## src/rtl/contador_bcd_pkg.sv

```systemverilog
// rtl/contador_bcd_pkg.sv - shared constants and prescaler width helper for the BCD digit counter
package display_pkg;

    localparam int CODE_W      = 4;
    localparam int DEFAULT_MAX = 9;

    // Prescaler needs to hold 0..DIV-1; keep at least one bit so DIV=1 still elaborates.
    function automatic int pre_width(input int unsigned div);
        return (div <= 1) ? 1 : $clog2(div);
    endfunction

endpackage

```

## src/rtl/contador_bcd_if.sv

```systemverilog
// rtl/contador_bcd_if.sv - control inputs and decoder-facing outputs of one counter digit
interface contador_bcd_if;
    import display_pkg::*;

    logic              en;
    logic              up;
    logic              load;
    logic [CODE_W-1:0] load_val;
    logic              A;
    logic              B;
    logic              C;
    logic              D;
    logic              tc;

    modport master (
        output en, up, load, load_val,
        input  A, B, C, D, tc
    );

    modport slave (
        input  en, up, load, load_val,
        output A, B, C, D, tc
    );

endinterface

```

## src/rtl/contador_bcd_divisor_tick.sv

```systemverilog
// rtl/contador_bcd_divisor_tick.sv - prescaler producing a count-step tick every DIV enabled cycles
module divisor_tick
    import display_pkg::*;
#(
    parameter int unsigned DIV = 50_000_000
) (
    input  logic clk,
    input  logic rst_n,
    input  logic en,
    input  logic clr,
    output logic tick
);

    localparam int PRE_W = pre_width(DIV);
    localparam logic [PRE_W-1:0] PRE_LAST = PRE_W'(DIV - 1);

    logic [PRE_W-1:0] pre;

    assign tick = en & (pre == PRE_LAST);

    always_ff @(posedge clk) begin
        if (!rst_n) begin
            pre <= '0;
        end else if (clr || tick) begin
            pre <= '0;
        end else if (en) begin
            pre <= pre + 1'b1;
        end
    end

endmodule

```

## src/rtl/contador_bcd.sv

```systemverilog
// rtl/contador_bcd.sv - programmable up/down digit counter with prescaler and cascade pulse
module contador_bcd
    import display_pkg::*;
#(
    parameter int unsigned DIV = 50_000_000,
    parameter int unsigned MAX = DEFAULT_MAX
) (
    input  logic           clk,
    input  logic           rst_n,
    contador_bcd_if.slave  bus
);

    localparam logic [CODE_W-1:0] MAX_V = CODE_W'(MAX);

    logic              tick;
    logic [CODE_W-1:0] count;
    logic              tc_q;

    divisor_tick #(
        .DIV (DIV)
    ) u_divisor_tick (
        .clk   (clk),
        .rst_n (rst_n),
        .en    (bus.en),
        .clr   (bus.load),
        .tick  (tick)
    );

    // Load outranks tick so a coincident load never also steps or pulses tc.
    always_ff @(posedge clk) begin
        if (!rst_n) begin
            count <= '0;
            tc_q  <= 1'b0;
        end else if (bus.load) begin
            count <= (bus.load_val > MAX_V) ? MAX_V : bus.load_val;
            tc_q  <= 1'b0;
        end else if (tick) begin
            if (bus.up) begin
                count <= (count == MAX_V) ? '0 : count + 1'b1;
                tc_q  <= (count == MAX_V);
            end else begin
                count <= (count == '0) ? MAX_V : count - 1'b1;
                tc_q  <= (count == '0);
            end
        end else begin
            tc_q <= 1'b0;
        end
    end

    assign bus.A  = count[3];
    assign bus.B  = count[2];
    assign bus.C  = count[1];
    assign bus.D  = count[0];
    assign bus.tc = tc_q;

endmodule

```

## src/flat_wrapper.sv

```systemverilog
// flat-port wrapper written by rule: the top's interface ports become plain ports
module contador_bcd_flat import display_pkg::*;
#(
    parameter int unsigned DIV = 50_000_000,
    parameter int unsigned MAX = DEFAULT_MAX
)
  (clk, rst_n, bus_en, bus_up, bus_load, bus_load_val, bus_A, bus_B, bus_C, bus_D, bus_tc);
  contador_bcd_if bus_i ();
  input  logic clk;
  input  logic rst_n;
  input wire logic [$bits(bus_i.en)-1:0] bus_en;
  input wire logic [$bits(bus_i.up)-1:0] bus_up;
  input wire logic [$bits(bus_i.load)-1:0] bus_load;
  input wire logic [$bits(bus_i.load_val)-1:0] bus_load_val;
  output wire logic [$bits(bus_i.A)-1:0] bus_A;
  output wire logic [$bits(bus_i.B)-1:0] bus_B;
  output wire logic [$bits(bus_i.C)-1:0] bus_C;
  output wire logic [$bits(bus_i.D)-1:0] bus_D;
  output wire logic [$bits(bus_i.tc)-1:0] bus_tc;
  assign bus_i.en = bus_en;
  assign bus_i.up = bus_up;
  assign bus_i.load = bus_load;
  assign bus_i.load_val = bus_load_val;
  assign bus_A = bus_i.A;
  assign bus_B = bus_i.B;
  assign bus_C = bus_i.C;
  assign bus_D = bus_i.D;
  assign bus_tc = bus_i.tc;
  contador_bcd #(.DIV(DIV), .MAX(MAX)) u_core (.clk(clk), .rst_n(rst_n), .bus(bus_i));
endmodule
```

## config.mk

```make
export PLATFORM = sky130hd
export DESIGN_NAME = contador_bcd_flat
export DESIGN_NICKNAME = d
export VERILOG_FILES = /design/src/rtl/contador_bcd_pkg.sv /design/src/rtl/contador_bcd_if.sv /design/src/rtl/contador_bcd_divisor_tick.sv /design/src/rtl/contador_bcd.sv /design/src/flat_wrapper.sv
export SDC_FILE = /design/constraint.sdc
export NUM_CORES = 1
export LEC_CHECK = 0
export ABC_CLOCK_PERIOD_IN_PS = 1900
export CORE_MARGIN = 1
export CORE_UTILIZATION = 34
export DETAILED_ROUTE_END_ITERATION = 6
export PLACE_DENSITY_LB_ADDON = 0.25
export RECOVER_POWER = 50
export SYNTH_ARGS = -nofsm -noshare
export SYNTH_HDL_FRONTEND = slang
export SYNTH_SLANG_ARGS = --single-unit
```

## constraint.sdc

```tcl
create_clock -name clk -period 1.9 [get_ports clk]
set_input_delay 0.19 -clock clk [delete_from_list [all_inputs] [get_ports clk]]
set_output_delay 0.19 -clock clk [all_outputs]
set_load 0.005 [all_outputs]
```

==> metrics.cfg, run 1 <==
[layout]
fin_util_pct = 44.5
area_growth_pct = 23.5
final_cell_count_no_fill = 265
final_cell_mix = nor2_1 (31), dfxtp_1 (31), buf_4 (15)
final_area_sq_um = 1980
fill_cells = 442
antenna_cells = 0
nets = 222
drive_gt1_share_pct = 14.6

[critical_path]
slowest_stage = dfxtp_1
rr_worst_depth = 7
path_buf_inv = 2
slowest_delay_ns = 0.36
cp_top_family = simple AND/OR/NAND/NOR gates
cp-start-kind = flop
worst_ep_required_time_ns = 2.12
worstSetupEndpointType = flop
cp_common_cell = buf_4
crit_arrival_ns = 1.94
worst-setup-path-type = flop to flop
path_depth = 7
cp_max_fo = 4
crit_chain = buf_4 > nand4_1 > nor4_1 > buf_4 > nand3_1 > or2_2 > a21oi_1

[die]
ios = 14
core_area_sq_um = 4440
initial_core_util_pct = 36.1
num_rows = 24
die_h_microns = 70.7
die_w_microns = 70.7
die_area_sq_um = 4990

[route]
totalWireLength_microns = 3210
via_count = 1348
wl_per_cell_microns = 12.1
drc = 0
drtAntennaViolNets = 0
drtPass1Iterations = 6
viasPerCell = 5.09
drt_iter0_markers = 38

[sta]
finalCritPeriodShare_pct = 90.4
rsz0062_at_grt = false
finalMaxSlewViolations = 0
min_period_ns = 1.72
hold_viol_final = 0
setup-tns-final_ns = 0
setup_viol = 0
tightest_slew_ns = 0.494
skew_ns = 0.00750
max_freq_ghz = 0.583
setup_ws_ns = 0.183
max_slew_margin_pct = 66.8

[placement]
dp_cells = 257
dp_slack_ns = -0.104
port_buffers = 13
gp_congestion = 0.804
dp_hpwl_microns = 2360
postPlaceCellArea_sq_um = 1880

[synth]
ys_seq_elements = 31
synth.avg_cell_area_sq_um = 8.86
yosysSeqAreaShare_pct = 38.7
synth.distinct_cells = 38
synth_cells = 181
syn_area_sq_um = 1600
ys_async_sr_fraction_pct = 0
synth_edf_count = 0
yosys_warnings = 0
synth_nets = 191
synth_ff_type = dfxtp_1

[job]
drv_cap = 0

[global_route]
antenna_found_initial = 0
track_usage_pct = 13.8
grt_max_degree = 11
grt_first_pass_wirelength_microns = 5350
grt_pass1_vias = 1227
grt_overflow = 0

[cts]
cts_buffer_depth = 2
numCtsBuffers = 5
cts_sinks = 31
clk_latency_ns = 0.28
ctsHoldBuffers = 0
htree_levels = 2
clock-root-buffer = clkbuf_8
tritoncts = done
clk_pin_slew_worst_paths_ns = 0.07

[pwr]
comb_power_share_pct = 7.0
p_seq_share_pct = 49.8
switching_share_pct = 22.4
clockPowerShare_pct = 43.2
power_switching_mw = 0.299
p_leak_nw = 0.700
p_per_area_nw_per_um2 = 675
p_int_mw = 1.04
vdd_drop_max_uv = 284

[outcome]
outcome = completed

[min_path]
hold_class = flop to flop
holdPathStages = 2

cells by family (layout without fill, tap and decap cells):
logic type / after synthesis / after routing / synth area share [%]
simple gates: 94 / 94 / 34.0
flops: 31 / 31 / 38.7
xor+xnor: 26 / 26 / 14.2
compound gates: 16 / 16 / 6.24
buf+inv: 10 / 42 / 4.14
mux: 3 / 3 / 1.87
fa+ha+maj: 1 / 1 / 0.781
repair_timing:
item / CTS / global route
setup buffers: 0 / 0
gates resized for setup: 0 / 2
setup endpoints to repair: 0 / 26
synthesized netlist by cell type, types with 3 or more instances:
cell type | instances | share of area (%)
inv_1 | 3 | 0.70
a21oi_1 | 7 | 2.2
nor2_1 | 31 | 7.3
nor4_1 | 5 | 2.0
xnor2_1 | 13 | 7.1
o21ai_0 | 3 | 0.94
and3_1 | 5 | 2.0
mux2i_1 | 3 | 1.9
nand2_1 | 8 | 1.9
nor3_1 | 5 | 1.6
nand3_1 | 9 | 2.8
xor2_1 | 13 | 7.1
clkbuf_1 | 3 | 0.70
dfxtp_1 | 31 | 39
nand4_1 | 9 | 3.5
registers in the layout (all words and copies together) (netlist names):
| register | flops |
|---|---|
| u_core.bus.tc | 1 |
| u_core.count | 4 |
| u_core.u_divisor_tick.pre | 26 |
power by group through the flow:
stage	Sequential [mW]	Combinational, mW	Clock [mW]
2_1_floorplan	0.676	0.0588	0
3_3_place_gp	0.681	0.0967	0
3_5_place_dp	0.681	0.0974	0
4_1_cts	0.666	0.0976	0.589
5_1_grt	0.667	0.104	0.612
6_report	0.666	0.0936	0.577
area by class of cell:
class                   count  area [sq um]  area share, %
clock buffers               8           100           5.06
inverters                   3          11.3          0.569
multi-input cells         140           928           46.9
flip-flops and latches     31           621           31.4
well taps                  52          65.1           3.29
repair buffers             31           254           12.8
worst min-delay path: stages (launching register included):
cell and delay [ns]:
dfxtp_1 0.34, xor2_1 0.07, nor2_1 0.07
routing by layer:
metal / part of all wire [%] / wire length, microns / track usage, %
met5: 0 / 0 / 0
met4: 2.8 / 90 / 7.11
met3: 2.8 / 90 / 3.42
met2: 45 / 1440 / 22.3
met1: 49 / 1590 / 17.1
path summary, 6_finish.rpt:
check	endpoint	start	slack (ns)
max reg2reg	u_core.u_divisor_tick.pre[20]	u_core.u_divisor_tick.pre[11]	0.18
max	u_core.u_divisor_tick.pre[20]	u_core.u_divisor_tick.pre[11]	0.18
min reg2reg	u_core.u_divisor_tick.pre[25]	u_core.u_divisor_tick.pre[25]	0.51
min	u_core.u_divisor_tick.pre[25]	u_core.u_divisor_tick.pre[25]	0.51
through the flow:
| step | hold WS (ns) | total power, mW |
|---|---|---|
| after floorplan | 0.319 | 0.735 |
| after global placement | 0.500 | 0.777 |
| after detailed placement | 0.504 | 0.778 |
| after CTS | 0.519 | 1.35 |
| after global routing | 0.535 | 1.38 |
| final | 0.513 | 1.34 |
Power figures use the tool's default switching activity.
==> run 2, diff against run 1 <==
--- a/config.mk
+++ b/config.mk
@@ -6,6 +6,8 @@
 export NUM_CORES = 1
 export LEC_CHECK = 0
 export ABC_CLOCK_PERIOD_IN_PS = 1900
+export CELL_PAD_IN_SITES_DETAIL_PLACEMENT = 2
+export CELL_PAD_IN_SITES_GLOBAL_PLACEMENT = 2
 export CORE_MARGIN = 1
 export CORE_UTILIZATION = 34
 export DETAILED_ROUTE_END_ITERATION = 6
==> run 2 against run 1 <==
Net effect: count of clock-buffer cells in the layout down 1; global-route usage grew 5.1 points; largest power group unchanged; critical path type unchanged; routed wire length rose by 30%; combinational power is 0.7% lower; hold slack better by 0.019 ns; sequential power about the same; final cell count unchanged; power decreased by 5.5%; sequential cell count unchanged; clock power down 13%; largest cell class unchanged.
==> metrics.cfg, run 2 (same netlist as run 1, synthesis figures left out) <==
[critical_path]
timing.rr.start = u_core.u_divisor_tick.pre[2]  ; was u_core.u_divisor_tick.pre[11]
startpoint = u_core.u_divisor_tick.pre[2]  ; was u_core.u_divisor_tick.pre[11]
worstSetupEndpointType = flop  ; unchanged
cp-start-kind = flop  ; unchanged
cp_max_fo = 4  ; unchanged
ff2ff_setup_slack_ns = 0.13  ; was 0.18 ns
crit_arrival_ns = 1.96  ; was 1.94 ns
slowest_stage = or4_4  ; was dfxtp_1
crit_chain = nand4_4 > or4_4 > nor3_1 > xnor2_1 > nor2_1  ; was buf_4 > nand4_1 > nor4_1 > buf_4 > nand3_1 > or2_2 > a21oi_1
rr_worst_depth = 5  ; was 7
worst-setup-path-type = flop to flop  ; unchanged
slowest_delay_ns = 0.61  ; was 0.36 ns
worstReg2RegEnd = u_core.u_divisor_tick.pre[19]  ; was u_core.u_divisor_tick.pre[20]
worst_ep_required_time_ns = 2.08  ; was 2.12 ns

[route]
wl_per_cell_microns = 15.8  ; was 12.1 microns
totalWireLength_microns = 4180  ; was 3210 microns
drtPass1Iterations = 4  ; was 6
drc = 0  ; unchanged
drtAntennaViolNets = 0  ; unchanged
via_count = 1404  ; was 1348
drt_iter0_markers = 43  ; was 38
viasPerCell = 5.30  ; was 5.09

[cts]
ctsHoldBuffers = 0  ; unchanged
numCtsBuffers = 5  ; unchanged
htree_levels = 2  ; unchanged
clk_pin_slew_worst_paths_ns = 0.07  ; about the same
tritoncts = done  ; unchanged
cts_buffer_depth = 2  ; unchanged
cts_sinks = 31  ; unchanged
clk_latency_ns = 0.29  ; was 0.28 ns
clock-root-buffer = clkbuf_8  ; unchanged

[placement]
dp_cells = 257  ; unchanged
port_buffers = 13  ; unchanged
dp_hpwl_microns = 3200  ; was 2360 microns
gp_congestion = 0.732  ; was 0.804

[job]
drv_cap = 0  ; unchanged

[layout]
final_cell_count_no_fill = 265  ; unchanged
final_common_cell = nor2_1
largest-register = u_core.u_divisor_tick.pre  ; unchanged
final_cell_mix = nor2_1 (31), dfxtp_1 (30), buf_4 (17)  ; was nor2_1 (31), dfxtp_1 (31), buf_4 (15)
nets = 222  ; unchanged
drive_gt1_share_pct = 16.9  ; was 14.6%
largest_reg_flops = 26  ; unchanged
fill_cells = 493  ; was 442
area_growth_pct = 24.4  ; was 23.5%
antenna_cells = 0  ; unchanged

[die]
ios = 14  ; unchanged
die_w_microns = 70.7  ; unchanged
core_area_sq_um = 4440  ; unchanged
die_h_microns = 70.7  ; unchanged
die_area_sq_um = 4990  ; unchanged
num_rows = 24  ; unchanged
initial_core_util_pct = 36.1  ; unchanged

[sta]
setup-tns-final_ns = 0  ; unchanged
rsz0062_at_grt = true  ; was false
max_slew_margin_pct = 66.6  ; was 66.8%
hold_viol_final = 0  ; unchanged
skew_ns = 0.00897  ; was 0.00750 ns
setup_viol = 0  ; unchanged
finalCritPeriodShare_pct = 93.3  ; was 90.4%
finalMaxSlewViolations = 0  ; unchanged
min_period_ns = 1.77  ; was 1.72 ns
max_freq_ghz = 0.564  ; was 0.583 GHz
tightest_slew_ns = 0.496  ; was 0.494 ns

[global_route]
grt_overflow = 0  ; unchanged
track_usage_pct = 18.9  ; was 13.8%
grt_max_degree = 25  ; was 11
grt_pass1_vias = 1555  ; was 1227
grt_first_pass_wirelength_microns = 7250  ; was 5350 microns
antenna_found_initial = 0  ; unchanged

[min_path]
holdPathEnd = u_core.u_divisor_tick.pre[20]  ; was u_core.u_divisor_tick.pre[25]
hold_class = flop to flop  ; unchanged
hold_start = u_core.u_divisor_tick.pre[20]  ; was u_core.u_divisor_tick.pre[25]
holdPathStages = 2  ; unchanged

[pwr]
p_per_area_nw_per_um2 = 633  ; was 675 nW/um^2
p_leak_nw = 0.712  ; was 0.700 nW
vdd_drop_max_uv = 318  ; was 284 uV

[outcome]
outcome = completed  ; unchanged

[run 2: cell type report]
class | instances | area, sq um | share of cell area, %
Multi-Input combinational cell | 140 | 937 | 47.0
Sequential cell | 31 | 622 | 31.2
Timing Repair Buffer | 31 | 278 | 13.9
Clock buffer | 7 | 76.3 | 3.83
Tap cell | 52 | 65.1 | 3.26
Inverter | 3 | 11.3 | 0.565
Clock inverter | 1 | 5.00 | 0.251
[run 2: timing repair]
item | 4_1_cts | 5_1_grt
setup endpoints to repair | 0 | 28
buffers inserted | 0 | 0
resized for setup | 0 | 6
[run 2: worst max path at each step]
| stage | end | slack, ns |
|---|---|---|
| after detailed placement | u_core.u_divisor_tick.pre[19] | -0.12 |
| after global routing | u_core.u_divisor_tick.pre[20] | -0.005 |
| after global placement | u_core.u_divisor_tick.pre[19] | -0.08 |
| after floorplan | u_core.u_divisor_tick.pre[23] | 0.18 |
| after CTS | u_core.u_divisor_tick.pre[14] | 0.04 |
| final | u_core.u_divisor_tick.pre[19] | 0.13 |
[run 2: worst max-delay path: cells and delay by family (launching register included)]
kind,cells,cell delay (ns)
AND/OR/NAND/NOR,4,1.07
XOR/XNOR,1,0.16
flip-flops,1,0.44
[run 2: per-stage QoR]
stage / hold slack [ns] / total power, mW / cell area [sq um] / utilization [%] / setup WS (ns)
finish: 0.532 / 1.26 / 1990 / 44.9 / 0.128
global route: 0.564 / 1.33 / 1990 / 44.9 / -0.00541
CTS: 0.533 / 1.29 / 1970 / 44.4 / 0.0412
detailed placement: 0.520 / 0.780 / 1890 / 42.5 / -0.122
global placement: 0.493 / 0.773 / 1890 / 42.5 / -0.0793
floorplan: 0.319 / 0.735 / 1600 / - / 0.179
[run 2: per-layer routing]
layer	GRT usage, %	wire length [microns]	vias to the layer above
li1	-	-	700
met4	9.33	104	0
met3	4.13	104	10
met2	31.5	2050	16
met5	0	0	-
met1	23.2	1920	678
[run 2: where the power goes]
| group | internal [mW] | switching, mW | total (mW) |
|---|---|---|---|
| combinational | 0.0497 | 0.0432 | 0.0929 |
| sequential | 0.656 | 0.0132 | 0.669 |
| clock | 0.257 | 0.245 | 0.501 |
| total | 0.962 | 0.301 | 1.26 |
==> edit 1, RTL diff (settings of run 2) <==
The package constant `DEFAULT_MAX` goes from 9 to 6.
--- a/src/rtl/contador_bcd_pkg.sv
+++ b/src/rtl/contador_bcd_pkg.sv
@@ -3,5 +3,5 @@
 
     localparam int CODE_W      = 4;
-    localparam int DEFAULT_MAX = 9;
+    localparam int DEFAULT_MAX = 6;
 
     // Prescaler needs to hold 0..DIV-1; keep at least one bit so DIV=1 still elaborates.
Behaviour: not the same (Yosys sat finds a counterexample within 4 cycles, from zero or initial values and one cycle with rst_n low).
==> edit 1 against run 2 <==
  * The flow now finishes with violations (negative setup slack)
  * Critical path depth is the same
  * Final cell count grew 8.3%
  * Die area grew 2.9%
  * Clock power grew 26%
  * Synthesized cell count grew 5.5%
  * Worst setup slack lost 0.48 ns
  * Sequential cell count is the same
  * Total power grew 13%
  * Synthesized area grew 3.0%
  * Routed wire length grew 76%
  * Count of clock-buffer cells in the layout is the same
  * Sequential share of layout area shrank 3.7 points
  * Final area grew 15%
  * Critical endpoint is now u_core.count[0]
  * Largest cell class unchanged
==> edit 1: results (changes against run 2) <==
* Setup violators final at 30 (+30)
* RePlAce Congestion at 0.819 (+12%)
* Filler instances at 474 (-3.9%)
* Dominant cells by area after synthesis: dfxtp_1 (38%), xnor2_1 (9.6%), nor2_1 (8.0%)
* Via density at 5.71 (+7.8%)
* Synth Area in Adders at 3.79% (+3.0 points)
* GRT met1 Usage at 28.7% (+5.5 points)
* Crit path from: u_core.u_divisor_tick.pre[7]
* Routed met2 length at 3.81 mm (+86%)
* Status: complete, but fails checks
* P_comb at 142 µW (+53%)
* Crit path DAT at 2.42 ns (+0.46 ns)
* Lkg Pwr at 0.000803 µW (+13%)
* Layout cells sized above 1 at 31.5% (+15 points)
* # nets final at 248 (+12%)
* Failing checks: negative setup slack
* Mapped Nets at 205 (+7.3%)
* Synth Area in Compound Gates at 7.35% (+1.1 points)
* Logic gate share of total power at 9.9% (+2.5 points)
* Metal-1 WL at 3.02 mm (+57%)
* Clk_lat worst skew at 0.31 ns (+0.02 ns)
* Vias in the first global route at 1822 (+17%)
* P_sw at 380 µW (+26%)
* Hold_sp: u_core.u_divisor_tick.pre[15]
* Met2 usage at 49.4% (+18 points)
* Worst setup margin at -0.356 ns (-0.484 ns)
* Post-Syn Instances at 191 (+5.5%)
* Post-DP HPWL at 3.65 mm (+14%)
* Worst IR Drop VDD at 0.419 mV (+32%)
* Via Count at 1639 (+17%)
* DP Cell Count at 271 (+5.4%)
* Seq/Total Area, Yosys at 37.6% (-1.1 points)
* Crit path to: u_core.count[0]
* Largest net degree at the start of global routing at 14 (-44%)
* Max-slew headroom at 72.4% (+5.7 points)
* Synth cell types at 41 (+7.9%)
* CP peak stage delay at 0.63 ns (+0.02 ns)
* Met3 Use GR at 6.47% (+2.3 points)
[edit 1: changes by cell type in the layout (fill, tap and decap cells not counted), sizes merged, moves of 5 or more]
cell   before  now
inv         3    8
nand4      10    5
buf        18   27
xnor2      13   18
xor2       13    6
[edit 1: worst reg2reg max path: cells and delay by family, from the launching register on]
family | cells | cell delay (ns)
AND/OR/NAND/NOR | 3 | 1.31
flip-flops | 1 | 0.34
multiplexers | 1 | 0.33
AO/OA/AOI/OAI | 1 | 0.15
[edit 1: stage by stage]
| step | hold slack (ns) | setup slack [ns] | area, µm² | setup TNS, ns | util, % |
|---|---|---|---|---|---|
| 2_1_floorplan | 0.322 | -0.143 | 1660 | -3.36 | - |
| 3_3_place_gp | 0.503 | -0.212 | 1980 | -3.91 | 44.0 |
| 3_5_place_dp | 0.541 | -0.293 | 1980 | -4.89 | 44.0 |
| 4_1_cts | 0.561 | -0.203 | 2160 | -5.25 | 48.0 |
| 5_1_grt | 0.565 | -0.417 | 2300 | -9.24 | 51.0 |
| 6_report | 0.522 | -0.356 | 2300 | -7.66 | 51.0 |
[edit 1: final cells by class]
class	instances	area, µm²	area share [%]
Sequential cell	31	632	27.5
Clock buffer	7	96.3	4.20
Multi-Input combinational cell	145	1050	45.7
Tap cell	52	65.1	2.83
Clock inverter	1	7.51	0.327
Timing Repair Buffer	43	417	18.1
Inverter	8	30.0	1.31
[edit 1: repair_timing]
action,in CTS,in global routing
gates resized for setup,7,25
setup endpoints to repair,31,31
pin swaps,4,5
gates cloned,1,2
setup buffers,2,4
hold buffers,0,0
==> edit 2, RTL diff (config.mk and constraints of run 2) <==
Made on the original files. Compare `count` against `MAX_V` with >= in place of ==.
--- a/src/rtl/contador_bcd.sv
+++ b/src/rtl/contador_bcd.sv
@@ -37,5 +37,5 @@
         end else if (tick) begin
             if (bus.up) begin
-                count <= (count == MAX_V) ? '0 : count + 1'b1;
+                count <= (count >= MAX_V) ? '0 : count + 1'b1;
                 tc_q  <= (count == MAX_V);
             end else begin
Behaviour: same outputs for any inputs over 10 cycles, from zero or initial values and one cycle with rst_n low; that may be too few to reach the edited logic, so the function may still have changed.
==> edit 2 against run 2 <==
  * Final area increased by 6.8%
  * Sequential cell count unchanged
  * Worst setup slack improved by 0.033 ns
  * Synthesized area grew 7.8%
  * Routed wire length is 18% higher
  * First-iteration DRC count decreased by 9.3%
  * Total power up 17%
  * Via count increased by 8.8%
  * Die area rose by 7.6%
==> edit 2: results (changes against run 2) <==
* Status: finished, final reports clean
* Post-DP HPWL at 3.59 mm (+12%)
* Multi-input gate count at 154 (+10%)
* Vias in the first global route at 1737 (+12%)
* Sequential power at 667 µW (about the same)
* Most frequent cells after synthesis: nor2_1 (38), dfxtp_1 (31), xnor2_1 (18)
* Crit path from: u_core.u_divisor_tick.pre[0]
* Worst IR Drop VDD at 0.331 mV (+4.2%)
* Via density at 5.18 (-2.3%)
* Layout cells sized above 1 at 15.4% (-1.6 points)
* Hold_sp: u_core.u_divisor_tick.pre[23]
* GRT met1 Usage at 23.9% (+0.64 points)
* Data buffer area share at 11.0% (-2.9 points)
* Lkg Pwr at 0.000722 µW (+1.4%)
* RePlAce Congestion at 0.827 (+13%)
* Synth cell types at 45 (+18%)
* Worst-margin pin slew at 0.445 ns (-0.0512 ns)
* Final non-filler cell total at 295 (+11%)
* Synthesized area per cell at 8.64 µm² (-2.4%)
* Clk_skew at 0.00788 ns (-0.00109 ns)
* Mapped Nets at 214 (+12%)
* Crit path DAT at 1.92 ns (-0.04 ns)
* Placed inst area at 0.00198 mm² (+4.8%)
* Routed met2 length at 2.66 mm (+30%)
* Signal inverters at 8 (+5)
* Filler instances at 553 (+12%)
* Logic gate share of total power at 8.9% (+1.5 points)
* CP peak stage delay at 0.38 ns (-0.23 ns)
* Register area at 624 µm² (+0.40%)
* Hold Crit Endpoint: u_core.u_divisor_tick.pre[23]
* Met3 Use GR at 4.53% (+0.40 points)
* CP Max Fanout at 12 (+8)
* Final clock-cell share at 5.52% (+1.4 points)
* DP Cell Count at 287 (+12%)
* Largest net degree at the start of global routing at 15 (-40%)
* Net Sw Frac at 22.9% (-0.95 points)
* Metal3 WL at 87 µm (-16%)
* Core area at 0.00482 mm² (+8.4%)
* Metal-1 WL at 2.15 mm (+12%)
* # nets final at 241 (+8.6%)
-- edit 2: cell types whose count changed in the layout (fill, tap and decap cells not counted), sizes merged, moves of 5 or more --
cell   before  now
xnor2      13   18
inv         3    8
nand2       8   13
nor2       31   39
xor2       13    7
-- edit 2: logic make-up (layout without fill, tap and decap cells) --
logic type      Yosys count  count (layout)  share of synthesized area (%)
simple gates            101             101                           32.1
compound gates           21              21                           8.98
buf+inv                  15              43                           5.58
xor+xnor                 25              25                           12.7
flops                    31              31                           35.9
mux                       2               2                           1.16
fa+ha+maj                 5               5                           3.62
-- edit 2: timing repair --
item / in CTS / in global routing
gates resized for setup: 0 / 11
endpoints found under the setup margin: 0 / 30
setup buffers: 0 / 0
-- edit 2: worst register-to-register path: stages (launching register included) --
cell and delay [ns]:
dfxtp_2 0.38, ha_4 0.15, and3_4 0.21, nand4_4 0.12, nor4_4 0.29, or2_1 0.19, buf_4 0.22, nor2_1 0.09
